--- src/rtl/stage_sequencer.sv ---
// stage_sequencer: walks fetch -> decode_execute -> memory_writeback -> retire with start/done handshakes.
// Latency: every output is registered; minimum instruction is 4 cycles, with one state per cycle when each done arrives with its start pulse.
// Backpressure: a stage is held until its done arrives. After TIMEOUT+1 cycles without done, the sequencer enters ERR; only rst leaves HALT or ERR.
//
// Ports:
//   clk, rst (sync, active high)  | run: level enable for starting instructions
//   fetch_done/de_done/mw_done    | stage completion inputs, honoured only in the matching state
//   halt_req                      | qualified by de_done in DE
//   *_start, pc_we                | one-cycle pulses
//   busy/halted/timeout_err/stage | state decode
//   cycles/instret                | wrapping counters
module stage_sequencer #(
    parameter int TIMEOUT   = 255,
    parameter int CNT_WIDTH = 32
) (
    input  logic                 clk,
    input  logic                 rst,
    input  logic                 run,
    input  logic                 fetch_done,
    input  logic                 de_done,
    input  logic                 halt_req,
    input  logic                 mw_done,
    output logic                 fetch_start,
    output logic                 de_start,
    output logic                 mw_start,
    output logic                 pc_we,
    output logic                 busy,
    output logic                 halted,
    output logic                 timeout_err,
    output logic [2:0]           stage,
    output logic [CNT_WIDTH-1:0] cycles,
    output logic [CNT_WIDTH-1:0] instret
);

    // The watchdog is at least 8 bits wide and always wide enough to hold TIMEOUT.
    localparam int WD_RAW = $clog2(TIMEOUT + 1);
    localparam int WD_W   = (WD_RAW < 8) ? 8 : WD_RAW;
    localparam logic [WD_W-1:0] WD_LIMIT = WD_W'(TIMEOUT);

    typedef enum logic [2:0] {
        S_IDLE   = 3'd0,
        S_IF     = 3'd1,
        S_DE     = 3'd2,
        S_MW     = 3'd3,
        S_RETIRE = 3'd4,
        S_HALT   = 3'd5,
        S_ERR    = 3'd6
    } state_t;

    state_t                state_q, state_d;
    logic [WD_W-1:0]       wd_q, wd_d;
    logic                  fetch_start_q, fetch_start_d;
    logic                  de_start_q, de_start_d;
    logic                  mw_start_q, mw_start_d;
    logic                  pc_we_q, pc_we_d;
    logic                  busy_q, busy_d;
    logic                  halted_q, halted_d;
    logic                  timeout_err_q, timeout_err_d;
    logic [CNT_WIDTH-1:0]  cycles_q, cycles_d;
    logic [CNT_WIDTH-1:0]  instret_q, instret_d;

    logic                  in_stage;
    logic                  cur_done;
    logic                  entering;

    // Next-state logic. When done and the watchdog limit coincide, done is
    // tested first, so the normal transition is taken.
    always_comb begin
        state_d  = state_q;
        in_stage = 1'b0;
        cur_done = 1'b0;
        case (state_q)
            S_IDLE: begin
                if (run) state_d = S_IF;
            end
            S_IF: begin
                in_stage = 1'b1;
                cur_done = fetch_done;
                if (fetch_done)            state_d = S_DE;
                else if (wd_q == WD_LIMIT) state_d = S_ERR;
            end
            S_DE: begin
                in_stage = 1'b1;
                cur_done = de_done;
                if (de_done)               state_d = halt_req ? S_HALT : S_MW;
                else if (wd_q == WD_LIMIT) state_d = S_ERR;
            end
            S_MW: begin
                in_stage = 1'b1;
                cur_done = mw_done;
                if (mw_done)               state_d = S_RETIRE;
                else if (wd_q == WD_LIMIT) state_d = S_ERR;
            end
            S_RETIRE: begin
                state_d = run ? S_IF : S_IDLE;
            end
            default: begin
                // HALT and ERR are terminal until reset.
                state_d = state_q;
            end
        endcase
    end

    // Watchdog, registered outputs and counters.
    always_comb begin
        entering = (state_d != state_q);

        wd_d = wd_q;
        if (entering) begin
            wd_d = '0;
        end else if (in_stage && !cur_done) begin
            // Staying in the state implies wd_q < WD_LIMIT, so this cannot overflow.
            wd_d = wd_q + WD_W'(1);
        end

        // Pulse and decode flops are loaded from the next state, so they
        // line up with the state register.
        fetch_start_d = entering && (state_d == S_IF);
        de_start_d    = entering && (state_d == S_DE);
        mw_start_d    = entering && (state_d == S_MW);
        pc_we_d       = (state_d == S_RETIRE);
        busy_d        = (state_d == S_IF) || (state_d == S_DE) ||
                        (state_d == S_MW) || (state_d == S_RETIRE);
        halted_d      = (state_d == S_HALT);
        timeout_err_d = (state_d == S_ERR);

        // Each counter accounts for the cycle that is just ending.
        cycles_d  = cycles_q;
        if (busy_q) cycles_d = cycles_q + CNT_WIDTH'(1);
        instret_d = instret_q;
        if (state_q == S_RETIRE) instret_d = instret_q + CNT_WIDTH'(1);
    end

    always_ff @(posedge clk) begin
        if (rst) begin
            state_q       <= S_IDLE;
            wd_q          <= '0;
            fetch_start_q <= 1'b0;
            de_start_q    <= 1'b0;
            mw_start_q    <= 1'b0;
            pc_we_q       <= 1'b0;
            busy_q        <= 1'b0;
            halted_q      <= 1'b0;
            timeout_err_q <= 1'b0;
            cycles_q      <= '0;
            instret_q     <= '0;
        end else begin
            state_q       <= state_d;
            wd_q          <= wd_d;
            fetch_start_q <= fetch_start_d;
            de_start_q    <= de_start_d;
            mw_start_q    <= mw_start_d;
            pc_we_q       <= pc_we_d;
            busy_q        <= busy_d;
            halted_q      <= halted_d;
            timeout_err_q <= timeout_err_d;
            cycles_q      <= cycles_d;
            instret_q     <= instret_d;
        end
    end

    assign fetch_start = fetch_start_q;
    assign de_start    = de_start_q;
    assign mw_start    = mw_start_q;
    assign pc_we       = pc_we_q;
    assign busy        = busy_q;
    assign halted      = halted_q;
    assign timeout_err = timeout_err_q;
    assign stage       = state_q;
    assign cycles      = cycles_q;
    assign instret     = instret_q;

endmodule

--- config.mk ---
export PLATFORM = sky130hd
export DESIGN_NAME = stage_sequencer
export DESIGN_NICKNAME = d
export VERILOG_FILES = /design/src/rtl/stage_sequencer.sv
export SDC_FILE = /design/constraint.sdc
export NUM_CORES = 1
export LEC_CHECK = 0
export CAP_MARGIN = 20
export CORE_UTILIZATION = 30
export DETAILED_ROUTE_END_ITERATION = 10
export SETUP_SLACK_MARGIN = 0.05
export SYNTH_ARGS = -nofsm -noshare
export SYNTH_HDL_FRONTEND = slang
export SYNTH_SLANG_ARGS = --single-unit
--- constraint.sdc ---
create_clock -name clk -period 2.19 [get_ports clk]
set_clock_uncertainty 0.05 [all_clocks]
set_input_delay 0.5475 -clock clk [delete_from_list [all_inputs] [get_ports clk]]
set_output_delay 0.5475 -clock clk [all_outputs]
set_load 0.01 [all_outputs]
# Word-level counts from Yosys, hierarchy flattened
# Index checks and enable logic that the tools add are counted.
[totals]
inputBits = 7
out_inout_bits = 74
word_cells = 47
register_bits = 82
[classes]
muxes = 10
eq_ne = 12
add_sub_neg = 3
reduce_logical = 11
[op_table]
columns = ["op", "n"]
rows = [
  ["adder 32 x 1 -> 32 bit, second input constant", 2],
  ["2-to-1 mux 3 bit", 6],
  ["case mux 3 bit (5 select lines)", 1],
  ["== test 3 x 2 -> 1 bit, second input constant", 4],
  ["== test 3 bit, second input constant", 4],
  ["adder 8 x 1 -> 8 bit, second input constant", 1],
  ["== test 8 bit, second input constant", 1],
  ["== test 3 x 1 -> 1 bit, second input constant", 2],
  ["logical AND 1 bit", 4],
  ["zero test 3 bit", 1],
  ["logical OR 1 bit", 3],
  ["!= test 3 bit", 1],
  ["case mux 1 bit (3 select lines)", 1],
  ["OR reduction 3 bit", 1],
  ["2-to-1 mux 1 bit", 2],
  ["OR reduction 2 bit", 1],
  ["zero test 1 bit", 1],
]

# Longest topological paths before layout
[depth]
word_depth = 8
depth_mapped = 7
depth_no_buf = 6

# Least setup slack after synthesis
# No wires, ideal clock.
[synth_path]
path_kind = "register to register"
start = "register cycles_q[15] (netlist: cycles[15])"
end = "register cycles_q[31] (netlist: cycles[31])"
setup_ns = 0.070
setup_slack_ns = 0.095
stages_incl_launch_ff = 8
period_less_slack_ns = 2.095
t_arrival_ns = 1.974
required_time_ns = 2.070
n_path_buf = 2
path_cell_list = "dfxtp_1 > buf_4 > and2_1 > nand4_4 > or4b_1 > buf_2 > or4_1 > a21oi_1"
[synth_between]
elab_chain_cells = 1
[synth_rtl]
columns = ["item", "line", "text"]
rows = [
  ["start, declared", "59", "logic [CNT_WIDTH-1:0] cycles_q, cycles_d;"],
  ["start signal, assigned", "157", "cycles_q <= cycles_d;"],
  ["adder 32 x 1 -> 32 bit", "129", "if (busy_q) cycles_d = cycles_q + CNT_WIDTH'(1);"],
]
# Every way passes these cells.
# A chain may end at the register's enable or synchronous reset.

# Worst setup path after layout
[layout_path]
start = "register state_q[0] (netlist: stage[0])"
end = "output port stage[0]"
[layout_lines]
columns = ["item", "line", "text"]
rows = [
  ["start, declared", "50", "state_t state_q, state_d;"],
  ["start signal, assigned", "148", "state_q <= state_d;"],
  ["end, declared", "30", "output logic [2:0] stage,"],
]
# No word-level cell between the ends.

==> impl_metrics.json <==
{
  "regArea_um2": 1642,
  "final_antenna_net_count": 0,
  "multi_input_area_um2": 2066,
  "seqPwrFrac_pct": 45.1,
  "critPathCaptureType": "output port",
  "overflow": 0,
  "syn_nets": 447,
  "start_kind": "register",
  "pre_cts_ws_ns": -0.2042,
  "num-fill-cells": 1199,
  "first_pass_iters": 4,
  "port_buffers": 80,
  "htreeDepth": 3,
  "yosysSeqAreaShare_pct": 43.29,
  "ys.flop_type": "dfxtp_1",
  "pwr-share-clk_pct": 45.1,
  "core_area_um2": 12160,
  "die_y_um": 114.4,
  "grt_pass1_vias": 3253,
  "muxShareOfSynthArea_pct": 0.7918,
  "leakagePower_nw": 1.890,
  "dp_cells": 705,
  "mostFrequentLayoutCell": "dfxtp_1",
  "synth.distinct_cells": 50,
  "place_hpwl_um": 6741,
  "crit_arrival_ns": 1.44,
  "hold_path_class": "register to register",
  "clock-root-buffer": "clkbuf_16",
  "vias": 3520,
  "die-area_um2": 13100,
  "final_cell_mix": "82 x dfxtp_1, 79 x clkdlybuf4s50_1, 55 x nor2_1",
  "initial_utilization_pct": 31.18,
  "grt_setup_unrepaired": "yes",
  "crit_fanout": 18,
  "fmax_ghz": 0.4913,
  "setup_ws_ns": 0.1544,
  "power.density_nw_per_um2": 634.0,
  "crit_type": "register to output port",
  "nets": 561,
  "switching_share_pct": 23.18,
  "synth_xor_xnor_area_share_pct": 12.01,
  "cts_buffer_depth": 2,
  "yosys.area_share.simple_pct": 32.23,
  "track_usage_pct": 14.80,
  "gp_congestion": 0.8984,
  "finalNonFillerCells": 724,
  "synth_top_family_by_area": "simple AND/OR/NAND/NOR gates",
  "synth_seq_cells": 82,
  "status": "complete, no violations",
  "die_w_um": 114.4,
  "via_per_inst": 4.862,
  "clock_sinks": 82,
  "finalSetupViolCount": 0,
  "netlist_instances": 437,
  "yosysTopAreaCell": "dfxtp_1",
  "syn_area_per_cell_um2": 8.678,
  "num_antenna_cells": 0,
  "synth.top_cell.area_share_pct": 43.29,
  "worst_pin_slew_ns": 0.5594,
  "numCtsBuffers": 9,
  "cap_violations": 0,
  "synthAdderAreaFrac_pct": 0.9898,
  "drc": 0,
  "vdd_drop_max_uv": 302.2,
  "grt_antenna_before_repair": 0,
  "drive_gt1_share_pct": 14.39,
  "p_comb_share_pct": 9.9,
  "rows": 40,
  "period_needed_ns": 2.036,
  "ys_warn_count": 0,
  "synth_area_um2": 3792,
  "routedWlPerCell_um": 12.83,
  "cp.required_ns": 1.59,
  "fin_crit_sh_pct": 92.95,
  "grt_max_degree": 58,
  "io_pins": 81,
  "first_iter_violations": 172,
  "p_switching_uw": 790.8,
  "routed_wirelength_um": 9287,
  "ys_async_sr_fraction_pct": 0,
  "cts_tree": "yes",
  "clk_pin_slew_ns": 0.06,
  "grt_pass1_wl_um": 15390,
  "synth-edff-count": 0,
  "insertion_delay_ns": 0.34,
  "p_int_mw": 2.621,
  "finalHoldViolCount": 0,
  "synth-compound-area-share_pct": 7.885,
  "synthToLayoutAreaGrowth_pct": 41.90,
  "maxSlewViolCount": 0,
  "slew_headroom_pct": 62.36,
  "synth_area_leaders": "dfxtp_1 43%, xnor2_1 6.2%, xor2_1 5.8%"
}
==> sequential cells by signal, summed over array words and instances (netlist names) <==
signal / cells
busy: 1
mw_start: 1
de_start: 1
stage: 3
pc_we: 1
instret: 32
fetch_start: 1
cycles: 32
timeout_err: 1
wd_q: 8
halted: 1
==> area by class of cell <==
type	count	area share [%]
flip-flops and latches	82	30.50
multi-input cells	328	38.39
well taps	168	3.906
inverters	10	0.6975
clock inverters	5	0.9765
repair buffers	120	20.83
clock buffers	11	4.697
==> power groups by stage <==
stage	Combinational, mW	Sequential [mW]	Clock, mW
floorplan	0.157	1.58	0
global placement	0.329	1.57	0
detailed placement	0.331	1.57	0
CTS	0.333	1.54	1.58
global route	0.368	1.54	1.64
finish	0.337	1.54	1.54
==> layer usage <==
| layer | global-route usage, % | share of wire, % | vias up |
|---|---|---|---|
| li1 | - | - | 1773 |
| met2 | 23.11 | 46 | 65 |
| met1 | 18.90 | 47 | 1671 |
| met5 | 0 | 0 | - |
| met3 | 3.917 | 4.9 | 11 |
| met4 | 7.186 | 2.1 | 0 |
==> timing repair <==
item	CTS	global route
buffers inserted	0	3
setup endpoints to repair	0	19
hold buffers	0	0
resized for setup	0	6
==> kinds of logic after synthesis <==
kind of cell	Yosys count
buf+inv	27
xor+xnor	52
compound gates	52
flops	82
mux	3
fa+ha+maj	3
simple gates	218
==> synthesized netlist by cell type, drive strengths merged, types with 4 or more instances <==
cell / n
and3: 16
a21oi: 20
and4: 9
and2: 5
clkbuf: 14
xnor2: 27
nand3: 21
dfxtp: 82
inv: 10
nor4: 8
o21ai: 17
nor2: 57
nor4b: 4
nand4: 23
nor3: 15
nor3b: 4
or3: 16
xor2: 25
nand2: 25
o31ai: 4
==> per-stage QoR <==
stage	power, mW	hold slack, ns	setup TNS (ns)	cell area, um^2	util [%]
global placement	1.900	0.4154	-1.626	5032	41.38
finish	3.412	0.4409	0	5381	44.25
detailed placement	1.901	0.4284	-2.104	5032	41.38
CTS	3.455	0.4361	0	5338	43.89
global route	3.553	0.4752	0	5381	44.25
floorplan	1.741	0.4459	0	3792	-
==> worst max-delay path, stage by stage (launching register included) <==
cell,delay [ns]
dfxtp_1,0.33
buf_4,0.20
clkdlybuf4s50_1,0.57
==> final timing paths <==
check                                from                       to  slack (ns)  cells after the start
setup / recovery      stage[0]$_SDFF_PP0_                 stage[0]        0.15                      2
hold / removal    cycles[31]$_SDFFE_PP0P_  cycles[31]$_SDFFE_PP0P_        0.44                      2
setup reg to reg  cycles[19]$_SDFFE_PP0P_  cycles[31]$_SDFFE_PP0P_        0.19                      5
hold reg to reg   cycles[31]$_SDFFE_PP0P_  cycles[31]$_SDFFE_PP0P_        0.44                      2
Note: power is estimated with default switching activity, not from simulation.
